<file path="src/rtl/cajero_ledger_arbiter.sv">
// Round-robin arbiter sharing one account-balance ledger between N_TERM cashier terminals.
// Optional macro LEDGER_OVF_CHK_EN rejects wrapping deposits and adds the desbordamiento output.
module cajero_ledger_arbiter #(
  parameter int N_TERM = 4,
  parameter int N_ACCT = 8,
  parameter int BAL_W  = 64,
  parameter int AMT_W  = 32
) (
  input  logic                                clock,
  input  logic                                reset,
  input  logic [N_TERM-1:0]                   req,
  input  logic [N_TERM-1:0]                   req_type,
  input  logic [N_TERM*$clog2(N_ACCT)-1:0]    req_acct,
  input  logic [N_TERM*AMT_W-1:0]             req_amount,
  output logic [N_TERM-1:0]                   grant,
  output logic [N_TERM-1:0]                   done,
  output logic                                ok,
  output logic                                fondos_insuficientes,
  output logic [BAL_W-1:0]                    resp_balance,
  input  logic                                init_we,
  input  logic [$clog2(N_ACCT)-1:0]           init_acct,
  input  logic [BAL_W-1:0]                    init_balance
`ifdef LEDGER_OVF_CHK_EN
  ,
  output logic                                desbordamiento
`endif
);

  localparam int AW = $clog2(N_ACCT);
  localparam int TW = $clog2(N_TERM);

  typedef enum logic {ARB, EXEC} state_t;

  typedef struct packed {
    logic             wd;
    logic [TW-1:0]    term;
    logic [AW-1:0]    acct;
    logic [AMT_W-1:0] amt;
  } txn_t;

  logic [N_TERM-1:0][AW-1:0]    acct_v;
  logic [N_TERM-1:0][AMT_W-1:0] amt_v;
  assign acct_v = req_acct;
  assign amt_v  = req_amount;

  state_t                    state, state_nxt;
  logic [TW-1:0]             ptr;
  txn_t                      cur;
  logic [N_ACCT-1:0][BAL_W-1:0] bal;

  // Round-robin pick: descending scan so the candidate closest to ptr wins.
  logic [TW:0]       cand;
  logic [TW-1:0]     sel;
  logic [N_TERM-1:0] sel_oh;
  always_comb begin
    sel  = '0;
    cand = '0;
    for (int i = N_TERM-1; i >= 0; i--) begin
      cand = {1'b0, ptr} + (TW+1)'(i);
      if (cand >= (TW+1)'(N_TERM)) cand = cand - (TW+1)'(N_TERM);
      if (req[cand[TW-1:0]]) sel = cand[TW-1:0];
    end
    sel_oh = {{(N_TERM-1){1'b0}}, 1'b1} << sel;
  end

  // Transaction result for the captured request.
  logic [BAL_W-1:0] old_bal, amt_ext, new_bal;
  logic             wr_en, r_ok, r_insuf;
`ifdef LEDGER_OVF_CHK_EN
  logic             r_ovf;
  logic [BAL_W:0]   dep_sum;
`endif
  always_comb begin
    old_bal = bal[cur.acct];
    amt_ext = BAL_W'(cur.amt);
    new_bal = old_bal;
    wr_en   = 1'b0;
    r_ok    = 1'b0;
    r_insuf = 1'b0;
`ifdef LEDGER_OVF_CHK_EN
    r_ovf   = 1'b0;
    dep_sum = {1'b0, old_bal} + {1'b0, amt_ext};
`endif
    if (cur.wd) begin
      if (amt_ext > old_bal) begin
        r_insuf = 1'b1;
      end else begin
        new_bal = old_bal - amt_ext;
        wr_en   = 1'b1;
        r_ok    = 1'b1;
      end
    end else begin
`ifdef LEDGER_OVF_CHK_EN
      if (dep_sum[BAL_W]) begin
        r_ovf = 1'b1;
      end else begin
        new_bal = dep_sum[BAL_W-1:0];
        wr_en   = 1'b1;
        r_ok    = 1'b1;
      end
`else
      new_bal = old_bal + amt_ext;
      wr_en   = 1'b1;
      r_ok    = 1'b1;
`endif
    end
  end

  always_ff @(posedge clock) begin
    if (reset) state <= ARB;
    else       state <= state_nxt;
  end

  always_comb begin
    state_nxt = state;
    case (state)
      ARB:  if (!init_we && (|req)) state_nxt = EXEC;
      EXEC: state_nxt = ARB;
      default: state_nxt = ARB;
    endcase
  end

  always_ff @(posedge clock) begin
    if (reset) begin
      ptr                  <= '0;
      cur                  <= '0;
      bal                  <= '0;
      grant                <= '0;
      done                 <= '0;
      ok                   <= 1'b0;
      fondos_insuficientes <= 1'b0;
      resp_balance         <= '0;
`ifdef LEDGER_OVF_CHK_EN
      desbordamiento       <= 1'b0;
`endif
    end else begin
      grant <= '0;
      done  <= '0;
      case (state)
        ARB: begin
          // Preload wins over arbitration; requests wait one cycle.
          if (init_we) begin
            bal[init_acct] <= init_balance;
          end else if (|req) begin
            cur   <= '{wd: req_type[sel], term: sel, acct: acct_v[sel], amt: amt_v[sel]};
            grant <= sel_oh;
          end
        end
        EXEC: begin
          if (wr_en) bal[cur.acct] <= new_bal;
          done                 <= {{(N_TERM-1){1'b0}}, 1'b1} << cur.term;
          ok                   <= r_ok;
          fondos_insuficientes <= r_insuf;
          resp_balance         <= new_bal;
`ifdef LEDGER_OVF_CHK_EN
          desbordamiento       <= r_ovf;
`endif
          ptr <= (cur.term == TW'(N_TERM-1)) ? '0 : cur.term + 1'b1;
        end
        default: ;
      endcase
    end
  end

endmodule
</file>
<file path="config.mk">
export PLATFORM = sky130hd
export DESIGN_NAME = cajero_ledger_arbiter
export DESIGN_NICKNAME = d
export VERILOG_FILES = /design/src/rtl/cajero_ledger_arbiter.sv
export SDC_FILE = /design/constraint.sdc
export NUM_CORES = 2
export LEC_CHECK = 0
export ABC_AREA = 1
export BUFFER_PORTS_ARGS = -buffer_cell sky130_fd_sc_hd__buf_2
export CORE_MARGIN = 2
export CORE_UTILIZATION = 40
export CTS_CLUSTER_SIZE = 20
export DETAILED_ROUTE_END_ITERATION = 8
export PLACE_DENSITY = 0.6
export SETUP_SLACK_MARGIN = 0.02
export SYNTH_ARGS = -nofsm -noshare
export SYNTH_HDL_FRONTEND = slang
export SYNTH_SLANG_ARGS = --single-unit
export TNS_END_PERCENT = 100
</file>
<file path="constraint.sdc">
create_clock -name clock -period 4.55 [get_ports clock]
set_input_delay 0.2275 -clock clock [delete_from_list [all_inputs] [get_ports clock]]
set_output_delay 0.2275 -clock clock [all_outputs]
set_load 0.005 [all_outputs]
</file>
After elaboration in Yosys (flattened, before gate mapping):

Index checks and enable logic that the tools add are counted.

* output and inout port bits: 74
* input port bits: 218
* register bits after elaboration: 627
* logic and storage cells: 102

* shift-type cells: 2
* $lt $le $gt $ge: 14
* equal/unequal tests: 3
* bitwise logic cells: 3
* reduce and logical (&&, ||, !) cells: 9
* mux-type cells: 42
* add/subtract/negate cells: 10

Operator list (number)
* $bwmux 512: 2
* $mux 512: 2
* $pmux 512 s2: 1
* $demux 64 s3: 2
* $mux 64: 5
* $bmux 64 s3: 1
* $add 64x32->64: 1
* $bmux 32 s2: 1
* $gt 32x64->1: 1
* $sub 64x32->64: 1
* $mux 32: 1
* $mux 2: 9
* $lt 2x3->1 const B: 5
* $bmux 1 s2: 5
* $mux 1: 10
* $ge 3x3->1 const B: 3
* $lt 3x4->1 const B: 2
* $reduce_or 4->1: 2
* $shl 1x2->4 const A: 2
* $sub 2x1->2 const B: 4
* $add 2x2->3 const B: 2
* $bmux 3 s2: 1
* $ge 3x1->1 const B: 2
* $add 2x1->3 const B: 1
* other kinds (13): 17

Depth between registers and ports, before layout:

* word-level depth: 11
* mapped depth: 31
* depth with buffers taken out: 27

Worst setup path before layout:

Ideal clock, no wire load.

* path type: flip-flop to flip-flop
* start: register cur[32] in the netlist's numbering
* end: register bal[112] in the netlist's numbering
* setup time: 0.119 ns
* clock period less this slack: 4.530 ns
* stages on the path, launching flop included: 31
* data required time: 4.431 ns
* arrival time: 4.411 ns
* path slack: 0.020 ns
* path buffers: 11
* cell sequence: dfxtp_1 -> buf_4 -> buf_6 -> buf_2 -> buf_2 -> buf_1 -> clkbuf_1 -> a21oi_1 -> o21ai_0 -> o221ai_1 -> nor4_1 -> inv_1 -> ha_1 -> clkbuf_1 -> nand2_1 -> nor2_1 -> inv_1 -> nor2_1 -> inv_1 -> o21ai_0 -> a21oi_1 -> nand3_2 -> nor2_4 -> a21oi_2 -> buf_6 -> buf_6 -> nand2_4 -> buf_6 -> buf_6 -> nor2_1 -> a21oi_1

* word-level cells in the longest chain between the ends: 8
* elaborated cells on any way between the ends: 19
* those cells by class: add/sub: 2; order compare: 3; eq/ne: 1; mux: 11; reduce/logical: 2

Ends and longest elaborated chain
* start: declaration: line 48 `txn_t cur;`
* start signal: assignment: line 145 `cur <= '{wd: req_type[sel], term: sel, acct: acct_v[sel], amt: amt_v[sel]};`
* $bmux 64 s3: line 74 `old_bal = bal[cur.acct];`
* $mux 64 (implied by the code): line 74
* $sub 64x32->64 / $gt 32x64->1 (equally long branches): line 88, 85
* $mux 64: line 85 `if (amt_ext > old_bal) begin`
* $mux 64: line 84 `if (cur.wd) begin`
* $bwmux 512: line 150 `if (wr_en) bal[cur.acct] <= new_bal;`
* $mux 512: line 150
* $pmux 512 s2: line 139 `case (state)`
* end signal: indexed assignment: line 143 `bal[init_acct] <= init_balance;`
* end signal: indexed assignment: line 150
* end: declaration: line 49 `logic [N_ACCT-1:0][BAL_W-1:0] bal;`

Parallel ways exist; a longest one is shown, timed or not. The select of a mux whose other input is x is not followed.
A chain may end at the register's enable or synchronous reset.

Worst setup path after layout:

* start: register cur[33] in the netlist's numbering
* end: register bal[237] in the netlist's numbering

Same word-level chain as after synthesis.

==> impl_metrics.env <==
export IMPL_status="finished, violations left"
export IMPL_violations="negative hold slack"
export IMPL_wirelength_mm=219
export IMPL_synthTopCellsByArea="dfxtp_1, nand2_1, nor2_1"
export IMPL_slew_viol_final=0
export IMPL_grt_pass1_vias=50200
export IMPL_leakagePower_nw=28.7
export IMPL_core_sq_um=109000
export IMPL_synth_distinct_cells=44
export IMPL_cts_tree="built"
export IMPL_rr_worst_depth=23
export IMPL_clkLatencyLatePin_ps=700
export IMPL_num_rows=121
export IMPL_reg2reg_slack_ps=5
export IMPL_final_seq_area_sq_um=12600
export IMPL_final_core_util_pct=51.9
export IMPL_placed_area_sq_um=52400
export IMPL_dr_pass1_iters=8
export IMPL_drc_errors=0
export IMPL_synth_top_family_by_area="simple AND/OR/NAND/NOR gates"
export IMPL_drive_gt1_share_pct=17.4
export IMPL_wire_per_inst_um=22.0
export IMPL_netlist_instances=7785
export IMPL_slew_headroom_pct=21.5
export IMPL_fp_dieH_um=335
export IMPL_syn_num_nets=8072
export IMPL_fin_nets=8784
export IMPL_async_flop_share_pct=0
export IMPL_stdcell_area_sq_um=56500
export IMPL_via_count=55500
export IMPL_cts_root_buf="clkbuf_16"
export IMPL_finalHoldViolCount=1
export IMPL_start_kind="flop"
export IMPL_ios=292
export IMPL_timing_final_crit_period_ps=4550
export IMPL_start_util_pct=40.4
export IMPL_via_per_inst=5.57
export IMPL_fin_skew_ps=53.0
export IMPL_synthAdderAreaFrac_pct=2.00
export IMPL_min_from="req_amount[102]"
export IMPL_dp_hpwl_mm=150
export IMPL_total_power_mw=21.3
export IMPL_area_delta_synth_final_pct=28.7
export IMPL_hold_depth=5
export IMPL_setup_slack_ps=4.92
export IMPL_synthMuxAreaShare_pct=0
export IMPL_rsz0062_at_grt="true"
export IMPL_r2r_end="bal[237]"
export IMPL_port_buffers=291
export IMPL_fmax_mhz=220
export IMPL_synth_ff_latch_count=627
export IMPL_cts_inserted_buffers=78
export IMPL_syn_area_per_cell_sq_um=5.64
export IMPL_end_kind="flop"
export IMPL_die_x_um=335
export IMPL_worstMarginPinSlew_ps=1180
export IMPL_synth_edf_count=0
export IMPL_setup_viol=0
export IMPL_crit_fanout=16
export IMPL_power_density_nw_per_um2=376
export IMPL_synthesis_area_sq_um=43900
export IMPL_ir_drop_mv=0.259
export IMPL_dpl_worst_slack_ps=-310
export IMPL_grt_remaining_overflow=0
export IMPL_cts_max_level=3
export IMPL_ys_seq_area_share_pct=28.6
export IMPL_hold_slack_ps=-10.9
export IMPL_multi_input_area_sq_um=27000
export IMPL_synth_main_ff_cell="dfxtp_1"
export IMPL_yosys_area_top_type_share_pct=28.6
export IMPL_ys_warn_count=0
export IMPL_cts_path_max_buffers=3
export IMPL_synth_compound_area_share_pct=13.6
export IMPL_grt_max_degree=128
export IMPL_first_iter_violations=7252
export IMPL_required_ps=5110
export IMPL_synth_area_leader_cell="dfxtp_1"
export IMPL_path_clk_slew_ps=60
export IMPL_cts_sinks=627
export IMPL_r2r_start="cur[33]"
export IMPL_synth_simple_area_share_pct=42.6
export IMPL_antenna_found_initial=4
export IMPL_synth_xor_area_share_pct=0.817
export IMPL_arrival_ps=5110
export IMPL_hp_class="in -> reg"
export IMPL_detail_route_antenna_nets=0
export IMPL_fill_cells=11200
export IMPL_dieArea_sq_um=113000
export IMPL_grt_usage_pct=37.4
export IMPL_cap_violations=0
export IMPL_grt_pass1_wl_mm=319
export IMPL_place_gp_congestion=1.07
export IMPL_critical_path_class="reg -> reg"
export IMPL_whs_endpoint="amt_ext[6]"
export IMPL_post_route_period_util_pct=99.9
stage by stage:
step	cells	TNS, ps
after CTS	9948	-0.435
after floorplan	7785	0
after global routing	9972	-2410
final	9973	0
after detailed placement	9781	-90160
after global placement	9781	-59570
registers in the layout (all words and copies together), names as in the netlist:
name / cells
ptr: 2
resp_balance: 64
bal: 512
ok: 1
done: 4
state: 1
fondos_insuficientes: 1
grant: 4
amt_ext: 32
cur: 6
layout by cell type (no fill, tap or decap), drive strengths merged, types with 67 or more instances in the layout:
cell type,n
nand4,270
buf,1051
nor2,1498
inv,952
clkbuf,108
a21oi,685
nand3,566
nand2,2081
ha,67
o21ai,322
dfxtp,627
repair_timing:
action / 4_1_cts / 5_1_grt
resized for setup: 71 / 210
pin swaps: 9 / 37
hold endpoints to repair: 11 / 0
gates cloned: 1 / 3
buffers inserted: 15 / 21
endpoints found under the setup margin: 569 / 577
hold buffers: 11 / 0
logic make-up after synthesis:
| kind of cell | after synthesis |
|---|---|
| flip-flops | 627 |
| adder cells (fa/ha/maj) | 69 |
| AND/OR/NAND/NOR | 4527 |
| buffers and inverters | 1387 |
| AO/OA/AOI/OAI | 1134 |
| XOR/XNOR | 41 |
critical path: stages, from the launching register on:
cell and delay [ps]:
dfxtp_2 330, buf_12 130, buf_4 130, nand3_2 110, buf_12 160, buf_16 180, o22ai_1 130, a21oi_1 130
nand4_1 410, ha_4 450, a21oi_1 400, o21ai_1 230, a21oi_2 170, buf_4 120, nor2_1 30, nor2_1 100
nand2_2 110, nand3b_1 250, nand2_1 110, nand2_1 100, nand4_1 240, buf_12 230, nand3_1 80, a21oi_1 70
how the worst max path moves through the flow:
stage	from	to	slack, ps	depth (start not counted)
after global placement	cur[34]	resp_balance[20]	-260	24
after CTS	cur[33]	bal[42]	-0.4	29
after floorplan	cur[32]	bal[112]	90	30
after detailed placement	cur[34]	resp_balance[20]	-310	24
after global routing	cur[33]	bal[253]	-80	32
final	cur[33]	bal[237]	5	23
synthesized netlist by cell type (11+ instances only):
master and count:
a21oi_1 684, buf_1 52, buf_2 83, buf_4 13, buf_6 11, clkbuf_1 274
dfxtp_1 627, ha_1 67, inv_1 939, inv_2 14, nand2_1 2073, nand3_1 562
nand4_1 270, nor2_1 1486, nor2_2 11, nor3_1 29, nor4_1 29, o211ai_1 42
o21ai_0 299, o21ai_1 23, o221ai_1 23, o22ai_1 40, or2_2 40, xor2_1 33
layout make-up:
type                    instances  area share (%)
inverters                     954            6.40
repair buffers               1065            15.9
well taps                    1414            3.13
multi-input cells            5771            47.7
flip-flops and latches        627            22.2
clock inverters                34           0.697
clock buffers                 106            3.96
diodes                          2         0.00885
power breakdown:
group          leakage [nW]  internal (mW)  switching [mW]
Combinational          22.2           3.16            5.57
Sequential             5.11           5.82           0.158
Clock                  1.30           3.80            2.77
layer usage:
layer / global-route usage, % / wire length (um) / up-vias / share of wire, %
met5: 0 / 0 / - / 0
met3: 7.80 / 26500 / 558 / 12
met4: 15.3 / 9500 / 0 / 4.3
li1: - / - / 26100 / -
met1: 51.9 / 91500 / 25500 / 42
met2: 56.0 / 91800 / 3367 / 42
(Power assumes the default switching activity.)
